File: src/rtl/fsm_pkg.sv
// Shared definitions for the read-buffer FSM and its go/ds/rd controller:
// state encodings and default widths.
package fsm_pkg;

    localparam int DW_DEF    = 8;
    localparam int DEPTH_DEF = 4;
    localparam int LW_DEF    = 8;

    typedef enum logic [1:0] {
        ST_IDLE  = 2'b00,
        ST_CAPT  = 2'b01,
        ST_DRAIN = 2'b10
    } state_e;

endpackage

File: src/rtl/sync_fifo.sv
// Small FIFO with asynchronous head read so dout is valid right after the
// first push. The caller never pushes when full without a pop, nor pops when empty.
module sync_fifo #(
    parameter int DW    = 8,
    parameter int DEPTH = 4
) (
    input  logic                         clk,
    input  logic                         rst,
    input  logic                         push,
    input  logic                         pop,
    input  logic [DW-1:0]                din,
    output logic [DW-1:0]                dout,
    output logic [$clog2(DEPTH+1)-1:0]   level,
    output logic                         full,
    output logic                         empty
);

    localparam int AW  = $clog2(DEPTH);
    localparam int LVW = $clog2(DEPTH+1);

    logic [DW-1:0]  mem_q [DEPTH];
    logic [AW-1:0]  wr_ptr_q;
    logic [AW-1:0]  rd_ptr_q;
    logic [LVW-1:0] level_q;

    // Storage is not reset; its content is don't-care until written.
    always_ff @(posedge clk) begin
        if (push) begin
            mem_q[wr_ptr_q] <= din;
        end
    end

    always_ff @(posedge clk or negedge rst) begin
        if (!rst) begin
            wr_ptr_q <= '0;
            rd_ptr_q <= '0;
            level_q  <= '0;
        end else begin
            if (push) begin
                wr_ptr_q <= wr_ptr_q + 1'b1;
            end
            if (pop) begin
                rd_ptr_q <= rd_ptr_q + 1'b1;
            end
            case ({push, pop})
                2'b10:   level_q <= level_q + 1'b1;
                2'b01:   level_q <= level_q - 1'b1;
                default: level_q <= level_q;
            endcase
        end
    end

    assign dout  = mem_q[rd_ptr_q];
    assign level = level_q;
    assign full  = (level_q == LVW'(DEPTH));
    assign empty = (level_q == '0);

endmodule

File: src/rtl/fsm_rd_buffer.sv
// Captures read bursts into a FIFO, reports each burst's length on close,
// and flags any dropped word with a sticky overflow bit.
module fsm_rd_buffer
    import fsm_pkg::*;
#(
    parameter int DW    = DW_DEF,
    parameter int DEPTH = DEPTH_DEF,
    parameter int LW    = LW_DEF
) (
    input  logic                         clk,
    input  logic                         rst,
    input  logic                         rd,
    input  logic                         ds,
    input  logic [DW-1:0]                din,
    output logic [DW-1:0]                dout,
    output logic                         dout_valid,
    input  logic                         dout_ready,
    output logic                         burst_done,
    output logic [LW-1:0]                burst_len,
    output logic [$clog2(DEPTH+1)-1:0]   level,
    output logic                         overflow
);

    state_e          state_q, state_d;
    logic [LW-1:0]   cnt_q, cnt_d;
    logic [LW-1:0]   burst_len_q, burst_len_d;
    logic            burst_done_q, burst_done_d;
    logic            overflow_q, overflow_d;
    logic            push, pop, full, empty;

    // A pop frees a slot in the same cycle, so a full buffer can still accept.
    assign pop  = !empty && dout_ready;
    assign push = rd && (state_q != ST_DRAIN) && (!full || pop);

    sync_fifo #(
        .DW    (DW),
        .DEPTH (DEPTH)
    ) u_fifo (
        .clk   (clk),
        .rst   (rst),
        .push  (push),
        .pop   (pop),
        .din   (din),
        .dout  (dout),
        .level (level),
        .full  (full),
        .empty (empty)
    );

    always_ff @(posedge clk or negedge rst) begin
        if (!rst) begin
            state_q <= ST_IDLE;
        end else begin
            state_q <= state_d;
        end
    end

    always_comb begin
        state_d = state_q;
        case (state_q)
            ST_IDLE:  if (rd)    state_d = ST_CAPT;
            ST_CAPT:  if (ds)    state_d = ST_DRAIN;
            ST_DRAIN: if (empty) state_d = ST_IDLE;
            default:             state_d = ST_IDLE;
        endcase
    end

    always_comb begin
        cnt_d        = cnt_q;
        burst_len_d  = burst_len_q;
        burst_done_d = 1'b0;
        overflow_d   = overflow_q | (rd && !push);
        case (state_q)
            ST_IDLE: begin
                if (rd) begin
                    cnt_d    = '0;
                    cnt_d[0] = push;
                end
            end
            ST_CAPT: begin
                if (push && (cnt_q != '1)) begin
                    cnt_d = cnt_q + 1'b1;
                end
                // The closing length includes a push made in the ds cycle.
                if (ds) begin
                    burst_done_d = 1'b1;
                    burst_len_d  = cnt_d;
                end
            end
            default: ;
        endcase
    end

    always_ff @(posedge clk or negedge rst) begin
        if (!rst) begin
            cnt_q        <= '0;
            burst_len_q  <= '0;
            burst_done_q <= 1'b0;
            overflow_q   <= 1'b0;
        end else begin
            cnt_q        <= cnt_d;
            burst_len_q  <= burst_len_d;
            burst_done_q <= burst_done_d;
            overflow_q   <= overflow_d;
        end
    end

    assign dout_valid = !empty;
    assign burst_done = burst_done_q;
    assign burst_len  = burst_len_q;
    assign overflow   = overflow_q;

endmodule

File: config.mk
export PLATFORM = sky130hd
export DESIGN_NAME = fsm_rd_buffer
export DESIGN_NICKNAME = d
export VERILOG_FILES = /design/src/rtl/fsm_pkg.sv /design/src/rtl/sync_fifo.sv /design/src/rtl/fsm_rd_buffer.sv
export SDC_FILE = /design/constraint.sdc
export NUM_CORES = 1
export LEC_CHECK = 0
export ABC_AREA = 0
export BUFFER_PORTS_ARGS = -buffer_cell sky130_fd_sc_hd__buf_2
export CORE_AREA = 2 2 82 91
export CTS_BUF_LIST = sky130_fd_sc_hd__clkbuf_4 sky130_fd_sc_hd__clkbuf_8
export DETAILED_ROUTE_END_ITERATION = 8
export DIE_AREA = 0 0 84 93
export SYNTH_ARGS = -nofsm -noshare
export SYNTH_HDL_FRONTEND = slang
export SYNTH_SLANG_ARGS = --single-unit
File: constraint.sdc
create_clock -name clk -period 2.92 [get_ports clk]
set_clock_uncertainty 0.05 [all_clocks]
set_input_delay 0.146 -clock clk [delete_from_list [all_inputs] [get_ports clk]]
set_output_delay 0.146 -clock clk [all_outputs]
set_load 0.005 [all_outputs]
### Yosys cells after proc, flatten, opt, wreduce, memory -nomap -nowiden

Memories as Yosys holds them, arrays and structs flattened.
Index checks and enable logic that the tools add are counted.

| storage, ports and cells | value |
|---|---|
| flip-flop bits (word level) | 27 |
| latch bits | 0 |
| memory bits (writable) | 32 |
| memory bits (read-only) | 0 |
| word-level logic and storage cells | 53 |
| memories kept | 1 |

Memory list:

| memory | depth | bits a word | rd ports | clocked after memory_dff | wr ports | RTL line | source |
|---|---|---|---|---|---|---|---|
| u_fifo.mem_q | 4 | 8 | 1 | 0 | 1 | sync_fifo.sv:21 | `logic [DW-1:0] mem_q [DEPTH];` |

| operators by class | value |
|---|---|
| add/subtract/negate cells | 5 |
| multipliers | 0 |
| div/mod/pow operators | 0 |
| $lt $le $gt $ge | 0 |
| equality and inequality tests | 10 |
| shift operators | 0 |
| multiplexer cells | 12 |
| bitwise gates (word level) | 1 |
| reductions and logical operators | 16 |

Operators by type and width:

| kind | number |
|---|---|
| $mux 8 | 2 |
| $pmux 8 s2 | 1 |
| $add 8x1->8 const B | 1 |
| $ne 2x2->1 const B | 4 |
| $ne 8x8->1 const B | 1 |
| $mux 2 | 3 |
| $pmux 2 s3 | 1 |
| $pmux 3 s2 | 1 |
| $logic_and 1x1->1 | 5 |
| $add 2x1->2 const B | 2 |
| $eq 2x1->1 const B | 2 |
| $eq 2x2->1 const B | 2 |
| $mux 1 | 4 |
| $reduce_and 2->1 | 2 |
| $reduce_bool 2->1 | 2 |
| $add 3x1->3 const B | 1 |
| $eq 3x3->1 const B | 1 |
| $logic_not 1->1 | 3 |
| $logic_not 3->1 | 1 |
| $reduce_and 3->1 | 1 |
| $sub 3x1->3 const B | 1 |
| $logic_not 2->1 | 1 |
| $logic_or 1x1->1 | 1 |
| $or 1x1->1 | 1 |

### Logic depth before layout (Yosys ltp)

| depth | value |
|---|---|
| word-level depth | 8 |
| gate-level depth with buffers | 7 |
| depth with buffers taken out | 7 |

### Modules after synthesis

A second synthesis with hierarchy kept.

| unflattened totals | value |
|---|---|
| cell total of the unflattened synthesis | 210 |
| area, all modules | 2731.4 µm² |

By module, submodules not included:

| module | instances | cells an instance | area each (µm²) | sequential area each (µm²) |
|---|---|---|---|---|
| sync_fifo | 1 | 79 | 1551.5 | 1136.1 |
| fsm_rd_buffer | 1 | 131 | 1179.9 | 500.5 |

### Worst setup path before layout

No wires, ideal clock.

| timing path | value |
|---|---|
| kind | register to register |
| from | register u_fifo.level_q[0] (netlist: u_fifo.level[0]) |
| to | memory u_fifo.mem_q[0][0], enable pin |
| setup time | 277 ps |
| data arrival time | 1678 ps |
| data required time | 2593 ps |
| slack | 915 ps |
| cell stages (with the launch flop) | 6 |
| cell sequence | dfrtp_1 or4b_4 and3_4 buf_6 buf_2 and2_1 |

| on the way | value |
|---|---|
| word-level cells in the longest chain between the ends | 7 |
| elaborated cells between the ends (all ways) | 9 |

Ends and longest elaborated chain:

| what | RTL line | source |
|---|---|---|
| start, declared | sync_fifo.sv:24 | `logic [LVW-1:0] level_q;` |
| start signal, assigned | sync_fifo.sv:46 | `2'b10: level_q <= level_q + 1'b1;` |
| start signal, assigned | sync_fifo.sv:47 | `2'b01: level_q <= level_q - 1'b1;` |
| start signal, assigned | sync_fifo.sv:48 | `default: level_q <= level_q;` |
| $logic_not 3->1 | sync_fifo.sv:56 | `assign empty = (level_q == '0);` |
| $logic_not 1->1 | fsm_rd_buffer.sv:32 | `assign pop = !empty && dout_ready;` |
| $logic_and 1x1->1 | fsm_rd_buffer.sv:32 |  |
| $logic_or 1x1->1 (*) | fsm_rd_buffer.sv:33 | `assign push = rd && (state_q != ST_DRAIN) && (!full \|\| pop);` |
| $logic_and 1x1->1 (*) | fsm_rd_buffer.sv:33 |  |
| $mux 1 (*) | sync_fifo.sv:28 | `if (push) begin` |
| $mux 1 (implied by the code) (*) | sync_fifo.sv:29 | `mem_q[wr_ptr_q] <= din;` |
| end, declared | sync_fifo.sv:21 |  |

Every way passes the cells marked *; elsewhere a longest branch is shown, timed or not.

### Worst setup path after layout

| timing path | value |
|---|---|
| from | register u_fifo.level_q[2] (netlist: u_fifo.level[2]) |
| to | register burst_len_q[3] (netlist: burst_len[3]) |

| on the way | value |
|---|---|
| word-level cells in the longest chain between the ends | 7 |
| elaborated cells between the ends (all ways) | 9 |

Ends and longest elaborated chain:

| what | RTL line | source |
|---|---|---|
| $logic_not 3->1 | sync_fifo.sv:56 |  |
| $logic_not 1->1 | fsm_rd_buffer.sv:32 |  |
| $logic_and 1x1->1 | fsm_rd_buffer.sv:32 |  |
| $logic_or 1x1->1 (*) | fsm_rd_buffer.sv:33 |  |
| $logic_and 1x1->1 (*) | fsm_rd_buffer.sv:33 |  |
| $logic_and 1x1->1 (*) | fsm_rd_buffer.sv:81 | `if (push && (cnt_q != '1)) begin` |
| $mux 8 (*) | fsm_rd_buffer.sv:81 |  |
| end signal, assigned | fsm_rd_buffer.sv:102 | `burst_len_q <= burst_len_d;` |
| end, declared | fsm_rd_buffer.sv:26 | `logic [LW-1:0] burst_len_q, burst_len_d;` |

Marks and branches as above.
A chain may end at the register's enable or synchronous reset.

==> results.md <==
* Status: complete, no violations
* YS warnings at 0
* Avg Cell Area, Syn at around 13 um^2
* Unrepaired setup endpoints after global routing: no
* GPL Wtd Cong at about 0.73
* Sequential power share at 42.6%
* Synthesized area at ~0.0027 mm^2
* Post-CTS Resized at 0
* Largest family of logic cells by synthesized area: simple AND/OR/NAND/NOR gates
* Placed Cells at between 300 and 400
* Sw frac at 31.7%
* Setup violations, final at 0
* Share of synthesized flip-flops with an asynchronous set or reset at a little under half
* Initial antenna violation count at 0
* Residual DRC at 0
* CTS sink cnt at between 50 and 60
* CP Capture Type: flop
* Sequential fraction of the synthesis area at around three fifths
* Total chip power at ~3.0 mW
* Clk buf depth at 2
* Required time of the worst setup path at between 3000 and 4000 ps
* Synth Area in XOR/XNOR at under 10%
* Max-slew headroom at 38.4%
* Maximum VDD drop at between 0.4 and 0.5 mV
* Comb power frac at between 20 and 30%
* Via count at roughly 1800
* WL final at between 5000 and 6000 um
* Row Count at 32
* Vias in the first global route at approximately 1800
* NumNets Final at roughly 260
* Synthesized instance count at between 200 and 250
* Number of enable flip-flop cells after synthesis at 32
* R2r worst-path depth at 4
* Initial DRC Count at 101
* Fmax at roughly 0.48 GHz
* Reg clk slew, reported paths at roughly 70 ps
* Commonest cells in the synthesized netlist: edfxtp_1 (32), dfrtp_1 (27), inv_1 (9), nand2_1 (9), nand3_1 (9)
* Final setup TNS at 0 ps
* Ratio of final minimum period to clock period at between 70 and 80%
* Arr. time, crit path at approximately 2300 ps
* Crit-path max FO at 20
* Post-route ant nets at 0
* Count of final hold-check violations at 0
* CORE AREA at 0.00693 mm^2
* Clk Latency, worst-skew pair at 330 ps
* Synth Register Bits at 59
* Post-synthesis mux area share at under 10%
* Cell internal pwr at ~2.1 mW
* First-pass GRT wire length at slightly below 9000 um
* Worst Setup Path Type: flop to flop
* Primary FF master, synth: edfxtp_1
* Ports at 35
* Psw at about 970 uW
* Largest net degree at the start of global routing at 28
* Top-count cell post-synth: edfxtp_1
* Area contributors post-synth: edfxtp_1 (36%), dfrtp_1 (25%), mux4_2 (6.7%), ha_1 (2.3%), nand3_1 (1.7%)
* H-tree Lvls at 3
* Worst min-delay path category: input port to flop
* Leak Pwr at ~1.2 nW
* Clock power frac at 29.2%
* CTS Buf Count at 9
* Least-Margin Pin Slew at ~920 ps
* Crit-path cells: or4b_4 -> nand3_1 -> or4_1 -> a31oi_1
* Die X at between 80 and 90 um
* Final slew viol count at 0
* Compound-Gate Fraction of Synth Area at 10.6%
* Min Clock Period, post-route at 2110 ps
* Yosys cell types at 46
* Area Growth Syn to Fin at 20.5%
* Max cap viols at 0
* Syn_nets at 220
* Pre-antenna DRT Iters at 4
* Hpwl dp at about 3400 um
* Starting density of the core at 38.7%
* Total gr overflow at 0
* Startpoint types: flop
* Slowest stage delay, CP at between 600 and 700 ps
* Antenna Cells at 0
* Pwr per Cell Area at 945 mW/mm^2
* Hold depth at 2
* Top cell type by total area after synthesis: edfxtp_1
* CTS tree: built
* Post-Synth Simple-Gate Area at between 10% and 20%
* Final non-filler cell total at about 330
* Fraction of layout instances using a drive strength above 1 at ~25%
* Die area at 0.00781 mm^2
* Die H at about 93 um
* CTS root buf: clkbuf_8
* GRT Util Overall at around 14%
* IO Port Bufs at 34
* Synth top area share at a little over a third
* Slowest CP cell: or4_1
* Post-Synth Adder-Cell Area at 3.08%
* WL per Instance at around 16 um
* Routed vias/inst at 5.40
final timing paths:
check / start / endpoint / slack, ps
max in group asynchronous: rst / cnt_q[7] / 2100
min in group asynchronous: rst / state_q[1] / 310
hold / removal: rd / overflow / 50
hold reg to reg: overflow / overflow / 410
setup reg to reg: u_fifo.level[2] / burst_len[3] / 810
setup / recovery: u_fifo.level[2] / burst_len[3] / 810
cell type report:
type                            count  area (um^2)
Inverter                            9         33.8
Clock buffer                        9          124
Timing Repair Buffer               44          270
Tap cell                           85          106
Fill cell                         610         3700
Multi-Input combinational cell    120          941
Sequential cell                    59         1640
Clock inverter                      7          116
layout by cell type, fill, tap and decap left out, types with 3 or more instances in the layout:
cell / n
dfrtp_1: 27
bufinv_16: 3
nand3_1: 9
and2_1: 6
nor2_1: 8
mux4_2: 8
clkbuf_8: 9
nand4_1: 3
o21ai_0: 6
a21oi_1: 4
dlygate4sd3_1: 10
o31ai_1: 5
xnor2_1: 5
a31oi_1: 6
ha_1: 5
o211ai_1: 4
buf_2: 34
inv_1: 9
nor4_1: 4
edfxtp_1: 32
or4_1: 6
nand2_1: 9
a32oi_1: 4
power groups by stage:
stage	registers (mW)	logic [mW]	clock network, mW
floorplan	1.23	0.656	0
finish	1.30	0.861	0.890
global route	1.33	0.982	0.956
detailed placement	1.32	0.862	0
global placement	1.31	0.853	0
CTS	1.31	0.875	0.908
worst max-delay path: cells and delay by family, from the launching register on:
family          cells  cell delay, ps
compound gates      1             170
simple gates        3            1390
flops               1             420
cells by family (layout without fill, tap and decap cells):
group,Yosys count,after routing
buffers and inverters,22,69
AO/OA/AOI/OAI,41,41
multiplexers,9,9
adder cells (fa/ha/maj),6,6
flip-flops,59,59
AND/OR/NAND/NOR,59,59
XOR/XNOR,5,5
per-layer routing:
layer | wire length, um | track usage [%] | vias up | share of wire, %
met1 | 2340 | 18.2 | 874 | 45
met5 | 0 | 0 | - | 0
met4 | 79 | 7.53 | 0 | 1.5
met2 | 2540 | 23.0 | 54 | 48
li1 | - | - | 860 | -
met3 | 290 | 3.97 | 9 | 5.5
registers in the layout, summed over array words and instances, names as in the netlist:
name,flops
burst_len,8
u_fifo.wr_ptr_q,2
burst_done,1
u_fifo.mem_q,32
state_q,2
u_fifo.level,3
cnt_q,8
overflow,1
u_fifo.rd_ptr_q,2
through the flow:
stage                     utilization, %  worst slack [ps]  instance area [um^2]  hold slack, ps
after floorplan                        -               915                  2680            -200
after global placement              41.7               884                  2890             151
after detailed placement            41.7               827                  2890             152
after CTS                           46.6               816                  3230            32.0
after global routing                46.6               587                  3230            36.0
final                               46.6               815                  3230            50.0
repair_timing:
| action | in CTS | in global routing |
|---|---|---|
| hold buffers | 10 | 0 |
| hold endpoints to repair | 60 | 0 |
| buffers inserted | 0 | 0 |
| setup endpoints to repair | 0 | 0 |
Power figures use the tool's default switching activity.
